<file path="src/rtl/instr_fetch_pkg.sv">
// Shared types and constants for the instruction fetch stage and its
// pipeline registers.
package instr_fetch_pkg;
  localparam int XLEN = 32;

  localparam logic [XLEN-1:0] RESET_PC  = 32'hBFC0_0000;
  localparam logic [XLEN-1:0] ROM_BYTES = 32'h0000_1000;
  localparam logic [XLEN-1:0] NOP_INSTR = 32'h0000_0013;

  typedef enum logic {RUN = 1'b0, FAULT = 1'b1} fetch_state_t;

  typedef struct packed {
    logic [XLEN-1:0] instr;
    logic [XLEN-1:0] pc;
    logic [XLEN-1:0] pc_plus4;
    logic            valid;
  } if_id_t;

  // Word-aligned and fully inside [base, base+bytes-4].
  function automatic logic addr_legal(input logic [XLEN-1:0] a,
                                      input logic [XLEN-1:0] base,
                                      input logic [XLEN-1:0] bytes);
    return (a[1:0] == 2'b00) && (a >= base) && (a <= base + bytes - XLEN'(4));
  endfunction
endpackage

</file>
<file path="src/rtl/instr_fetch_if.sv">
// Fetch-stage bus: hazard/redirect controls in, ROM port, IF/ID outputs.
interface instr_fetch_if #(parameter int WIDTH = 32);
  logic             stall_i;
  logic             flush_i;
  logic             redirect_i;
  logic [WIDTH-1:0] redirect_pc_i;
  logic [WIDTH-1:0] rom_addr_o;
  logic [WIDTH-1:0] rom_data_i;
  logic [WIDTH-1:0] instr_o;
  logic [WIDTH-1:0] pc_o;
  logic [WIDTH-1:0] pc_plus4_o;
  logic             valid_o;
  logic             fault_o;
  logic [WIDTH-1:0] fault_pc_o;

  modport master (
    input  stall_i, flush_i, redirect_i, redirect_pc_i, rom_data_i,
    output rom_addr_o, instr_o, pc_o, pc_plus4_o, valid_o, fault_o, fault_pc_o
  );

  modport slave (
    output stall_i, flush_i, redirect_i, redirect_pc_i, rom_data_i,
    input  rom_addr_o, instr_o, pc_o, pc_plus4_o, valid_o, fault_o, fault_pc_o
  );
endinterface

</file>
<file path="src/rtl/instr_fetch_if_id_reg.sv">
// Generic pipeline register holding an if_id_t; reset > flush > stall > load.
module instr_fetch_if_id_reg
  import instr_fetch_pkg::*;
(
  input  logic   clk_i,
  input  logic   rst_i,
  input  logic   i_stall,
  input  logic   i_flush,
  input  if_id_t i_d,
  output if_id_t o_q
);
  if_id_t r_q;

  // Flush only drops the valid bit; the stale payload is masked downstream.
  always_ff @(posedge clk_i) begin
    if (rst_i)        r_q <= '0;
    else if (i_flush) r_q.valid <= 1'b0;
    else if (!i_stall) r_q <= i_d;
  end

  assign o_q = r_q;
endmodule

</file>
<file path="src/rtl/instr_fetch.sv">
// Fetch stage: PC register, next-PC mux, ROM window check, RUN/FAULT FSM
// and the IF/ID register feeding decode.
module instr_fetch #(
  parameter int               WIDTH     = instr_fetch_pkg::XLEN,
  parameter logic [WIDTH-1:0] RESET_PC  = instr_fetch_pkg::RESET_PC,
  parameter logic [WIDTH-1:0] ROM_BYTES = instr_fetch_pkg::ROM_BYTES
) (
  input logic          clk_i,
  input logic          rst_i,
  instr_fetch_if.master bus
);
  import instr_fetch_pkg::*;

  fetch_state_t     r_state, w_state_nxt;
  logic [WIDTH-1:0] r_pc, w_pc_nxt, w_pc_plus4, r_fault_pc;
  logic             w_nxt_legal, w_flush, w_fault_load;
  if_id_t           w_ifid_d, w_ifid_q;

  assign w_pc_plus4 = r_pc + WIDTH'(4);

  always_comb begin
    w_pc_nxt = r_pc;
    if (bus.redirect_i)                        w_pc_nxt = bus.redirect_pc_i;
    else if (r_state == RUN && !bus.stall_i)   w_pc_nxt = w_pc_plus4;
  end

  assign w_nxt_legal = addr_legal(w_pc_nxt, RESET_PC, ROM_BYTES);

  // FSM: state register
  always_ff @(posedge clk_i) begin
    if (rst_i) r_state <= RUN;
    else       r_state <= w_state_nxt;
  end

  // FSM: next state
  always_comb begin
    w_state_nxt = r_state;
    case (r_state)
      RUN:     if (!w_nxt_legal)                   w_state_nxt = FAULT;
      FAULT:   if (bus.redirect_i && w_nxt_legal)  w_state_nxt = RUN;
      default: w_state_nxt = RUN;
    endcase
  end

  // FSM: outputs. The ROM never sees an out-of-window address.
  always_comb begin
    bus.rom_addr_o = (r_state == FAULT) ? RESET_PC : r_pc;
    bus.fault_o    = (r_state == FAULT);
  end

  // Capture the offending address on fault entry and on each illegal
  // redirect while already faulted.
  assign w_fault_load = !w_nxt_legal && (r_state == RUN || bus.redirect_i);

  always_ff @(posedge clk_i) begin
    if (rst_i) begin
      r_pc       <= RESET_PC;
      r_fault_pc <= '0;
    end else begin
      r_pc <= w_pc_nxt;
      if (w_fault_load) r_fault_pc <= w_pc_nxt;
    end
  end

  assign bus.fault_pc_o = r_fault_pc;

  assign w_flush  = bus.flush_i || bus.redirect_i || (r_state == FAULT);
  assign w_ifid_d = '{instr: bus.rom_data_i, pc: r_pc, pc_plus4: w_pc_plus4, valid: 1'b1};

  instr_fetch_if_id_reg u_if_id (
    .clk_i   (clk_i),
    .rst_i   (rst_i),
    .i_stall (bus.stall_i),
    .i_flush (w_flush),
    .i_d     (w_ifid_d),
    .o_q     (w_ifid_q)
  );

  assign bus.instr_o    = w_ifid_q.valid ? w_ifid_q.instr : NOP_INSTR;
  assign bus.pc_o       = w_ifid_q.pc;
  assign bus.pc_plus4_o = w_ifid_q.pc_plus4;
  assign bus.valid_o    = w_ifid_q.valid;
endmodule

</file>
<file path="src/flat_wrapper.sv">
// flat-port wrapper written by rule: the top's interface ports become plain ports
module instr_fetch_flat import instr_fetch_pkg::*;
#(
  parameter int               WIDTH     = instr_fetch_pkg::XLEN,
  parameter logic [WIDTH-1:0] RESET_PC  = instr_fetch_pkg::RESET_PC,
  parameter logic [WIDTH-1:0] ROM_BYTES = instr_fetch_pkg::ROM_BYTES
)
  (clk_i, rst_i, bus_stall_i, bus_flush_i, bus_redirect_i, bus_redirect_pc_i, bus_rom_data_i, bus_rom_addr_o, bus_instr_o, bus_pc_o, bus_pc_plus4_o, bus_valid_o, bus_fault_o, bus_fault_pc_o);
  instr_fetch_if #(.WIDTH(WIDTH)) bus_i ();
  input logic clk_i;
  input logic rst_i;
  input wire logic [$bits(bus_i.stall_i)-1:0] bus_stall_i;
  input wire logic [$bits(bus_i.flush_i)-1:0] bus_flush_i;
  input wire logic [$bits(bus_i.redirect_i)-1:0] bus_redirect_i;
  input wire logic [$bits(bus_i.redirect_pc_i)-1:0] bus_redirect_pc_i;
  input wire logic [$bits(bus_i.rom_data_i)-1:0] bus_rom_data_i;
  output wire logic [$bits(bus_i.rom_addr_o)-1:0] bus_rom_addr_o;
  output wire logic [$bits(bus_i.instr_o)-1:0] bus_instr_o;
  output wire logic [$bits(bus_i.pc_o)-1:0] bus_pc_o;
  output wire logic [$bits(bus_i.pc_plus4_o)-1:0] bus_pc_plus4_o;
  output wire logic [$bits(bus_i.valid_o)-1:0] bus_valid_o;
  output wire logic [$bits(bus_i.fault_o)-1:0] bus_fault_o;
  output wire logic [$bits(bus_i.fault_pc_o)-1:0] bus_fault_pc_o;
  assign bus_i.stall_i = bus_stall_i;
  assign bus_i.flush_i = bus_flush_i;
  assign bus_i.redirect_i = bus_redirect_i;
  assign bus_i.redirect_pc_i = bus_redirect_pc_i;
  assign bus_i.rom_data_i = bus_rom_data_i;
  assign bus_rom_addr_o = bus_i.rom_addr_o;
  assign bus_instr_o = bus_i.instr_o;
  assign bus_pc_o = bus_i.pc_o;
  assign bus_pc_plus4_o = bus_i.pc_plus4_o;
  assign bus_valid_o = bus_i.valid_o;
  assign bus_fault_o = bus_i.fault_o;
  assign bus_fault_pc_o = bus_i.fault_pc_o;
  instr_fetch #(.WIDTH(WIDTH), .RESET_PC(RESET_PC), .ROM_BYTES(ROM_BYTES)) u_core (.clk_i(clk_i), .rst_i(rst_i), .bus(bus_i));
endmodule
</file>
<file path="config.mk">
export PLATFORM = sky130hd
export DESIGN_NAME = instr_fetch_flat
export DESIGN_NICKNAME = d
export VERILOG_FILES = /design/src/rtl/instr_fetch_pkg.sv /design/src/rtl/instr_fetch_if.sv /design/src/rtl/instr_fetch_if_id_reg.sv /design/src/rtl/instr_fetch.sv /design/src/flat_wrapper.sv
export SDC_FILE = /design/constraint.sdc
export NUM_CORES = 1
export LEC_CHECK = 0
export ABC_AREA = 1
export CAP_MARGIN = 0
export CORE_MARGIN = 1.5
export CORE_UTILIZATION = 35
export DETAILED_ROUTE_END_ITERATION = 10
export GPL_TIMING_DRIVEN = 0
export PLACE_DENSITY_LB_ADDON = 0.1
export SYNTH_ARGS = -nofsm -noshare
export SYNTH_HDL_FRONTEND = slang
export SYNTH_HIERARCHICAL = 1
export SYNTH_SLANG_ARGS = --single-unit
</file>
<file path="constraint.sdc">
create_clock -name clk_i -period 2.6 [get_ports clk_i]
set_input_delay 0.78 -clock clk_i [delete_from_list [all_inputs] [get_ports clk_i]]
set_output_delay 0.78 -clock clk_i [all_outputs]
set_load 0.05 [all_outputs]
</file>
==> impl_results.md <==
- CP required: between 2000 and 3000 ps
- Hold Crit Depth: 2
- Setup WS post-layout: 40.0 ps
- Cell Pwr Density: ~550 nW/um^2
- Insertion delay to the later sink of the worst-skew pair: 430 ps
- Setup tns final: 0 ps
- Share of cells above drive strength 1: between 10% and 20%
- Final hold vios: 0
- Reg clk slew, reported paths: 70 ps
- Sw frac: 31.3%
- Synthesized flop and latch total: 162
- Dpl cells: 1939
- Async SR Flop Fraction: 0%
- Vias per inst: ~4.4
- Final period demand of the worst path: 2560 ps
- CTS Buffer Depth: 2
- Area occupied by multi-input gates: roughly 4100 sq um
- Mapped Area: 8320 sq um
- Hold WC Path Type: reg -> reg
- Clock sink count: 162
- Synth Flop Type: dfxtp_1
- Syn Nets: 1461
- Average size of a mapped cell: 5.98 sq um
- Std cell rows: 56
- Synth warn: 6
- Net Sw Power: just over 2000 uW
- Number of DRC markers in iteration 0: about 510
- Leakage: 0.00577 uW
- Routability cong.: 0.946
- Startpoint Class: input pin
- Pin count of the biggest net entering global routing: 17
- Io pins: 231
- Final HPWL DP: ~22 mm
- Initial Utilization: 35.6%
- Setup Skew: slightly above 8 ps
- Slew headroom: 62.8%
- Via count: about 8700
- Storage element area: 3300 sq um
- CTS H-tree depth: 4
- Critical path class: in -> reg
- Gate power share: 20.7%
- Cell Area, Placed: 11000 sq um
- Routed Wire Length: 28.4 mm
- Layout fillers: 2562
- Die footprint: between 20000 and 25000 sq um
- Post-Layout Cell Count: 1999
- Crit path max fanout: 10
- Vias in the first global route: 8045
- Synth area leader: dfxtp_1
- CTS buffer count: 17
- Worst slew pin tran: 556 ps
- Worst vdd ir: 0.000382 V
- CTS Hold Buffers Added: 0
- First-pass GRT wire length: approximately 43 mm
- Max frequency: 0.391 GHz
- Number of synthesized flops with an enable pin: 0
- Count leader, synth: nand2_1
- DRC Markers: 0
- CTS root buf: clkbuf_16
- Initial antenna violation count: 0
- Register area share after synthesis: 39.0%
- CTS tree: yes
- Max-slew violation count: 0
- Internal power: roughly 4500 uW
- FF-to-FF path depth: 16
- Commonest cells in the netlist: 447 x nand2_1, 326 x nor2_1, 207 x inv_1, 162 x dfxtp_1, 60 x nand3_1
- Leading post-synthesis cells by cell area: dfxtp_1 39%, nand2_1 20%, nor2_1 15%
- Hold slack: 464 ps
- Design area: between 10000 and 15000 sq um
- GRT Residual Overflow: 0
- All-Layer GR Usage: 22.8%
- Status: completed
- Synth unique cells: 34
- Final setup fails: 0
- CP arrival: 2890 ps
- Buffers on Ports: ~230
- Dpl ws: -1180 ps
- Final ANT Viol Nets: 0
- MaxCap Viol Count: 0
- Core footprint: 23400 sq um
- Final worst-path cycle share: 98.5%
- N_diodes: 0
- Layout area overhead: 44.5%
- Synth top area share: 39.0%
- Height of the die: 157 um
- Drt first pass iters: 5
- Crit. End Element: register
- Syn Inst Count: 1391
- Final #Nets: approximately 1700
- Clock Power Share: 38.1%
- Wire per inst: roughly 14 um
- Chip width: 157 um
- Sequential Power Share: about two fifths
worst max-delay path, cell delays in order:
cell	delay [ps]
clkdlybuf4s15_2	250
nor2_4	220
inv_2	130
buf_4	210
a21oi_1	130
nand2_1	90
nand2_1	100
nand3_2	120
nor2_4	190
nand4_4	200
nand2_4	180
buf_4	130
nand2_1	40
nand2_1	50
nor2_1	40
routing by layer:
layer,global-route usage (%),vias to the layer above,share of wire (%)
li1,-,4672,-
met3,4.57,36,6.6
met5,0,-,0
met2,37.0,270,45
met1,30.1,3729,47
met4,7.64,0,2.1
state kept, by name (all words and copies together) (netlist names):
signal	cells
u_core/u_if_id/o_q	97
u_core/bus.fault_pc_o	32
u_core/bus.fault_o	1
u_core/r_pc	32
per-stage QoR:
stage          power (uW)  util [%]
3_3_place_gp         4100      47.1
5_1_grt              6930      51.4
6_report             6630      51.4
3_5_place_dp         4100      47.1
4_1_cts              6620      49.8
2_1_floorplan        3600         -
area by class of cell:
type / count / share of cell area, %
Buffer: 67 / 3.44
Clock buffer: 21 / 3.74
Clock inverter: 11 / 1.07
Timing Repair Buffer: 256 / 20.0
Multi-Input combinational cell: 950 / 34.3
Tap cell: 319 / 3.32
Sequential cell: 162 / 27.4
Inverter: 213 / 6.70
cells by family (layout without fill, tap and decap cells):
kind of cell | count (synthesis) | count (layout) | synth area share [%]
and+or+nand+nor | 857 | 858 | 40.7
xor gates and xnor gates | 7 | 7 | 0.737
buffers and inverters | 280 | 568 | 13.8
DFF | 162 | 162 | 39.0
adders and majority gates | 1 | 1 | 0.150
other | 1 | 1 | 0.0450
AOI/OAI and AO/OA | 83 | 83 | 5.56
worst paths after layout:
| path | from | to | slack, ps |
|---|---|---|---|
| hold / removal | u_core/bus.fault_pc_o[28]$_SDFFE_PP0P_ | u_core/bus.fault_pc_o[28]$_SDFFE_PP0P_ | 460 |
| setup / recovery | bus_stall_i | u_core/bus.fault_pc_o[10]$_SDFFE_PP0P_ | 40 |
| hold reg to reg | u_core/bus.fault_pc_o[28]$_SDFFE_PP0P_ | u_core/bus.fault_pc_o[28]$_SDFFE_PP0P_ | 460 |
| setup reg to reg | u_core/r_pc[10]$_SDFF_PP0_ | u_core/bus.fault_pc_o[10]$_SDFFE_PP0P_ | 90 |
timing repair:
action,4_1_cts,5_1_grt
buffers inserted,1,23
setup endpoints to repair,97,84
resized for setup,211,134
pin swaps,0,9
gates cloned,0,4
placed cells by master (no fill, tap or decap), drive strengths merged, types with 3 or more instances in the layout:
cell | synthesis | final
nor2 | 338 | 338
clkbuf | 23 | 61
clkinv | 3 | 9
a21boi | 3 | 3
o211ai | 8 | 8
nand4 | 4 | 5
dlygate4sd2 | 0 | 8
buf | 44 | 82
xor2 | 7 | 7
clkdlybuf4s15 | 0 | 29
dfxtp | 162 | 162
clkdlybuf4s50 | 0 | 164
o21ai | 20 | 20
nand2 | 450 | 450
a21oi | 47 | 47
nand3 | 63 | 63
inv | 210 | 211
power by group through the flow:
stage	clock network (uW)	logic, uW	registers [uW]
after detailed placement	0	1320	2780
final	2520	1370	2740
after global routing	2690	1490	2750
after floorplan	0	592	3010
after global placement	0	1310	2780
after CTS	2570	1320	2730
Note: power is estimated with default switching activity, not from simulation.
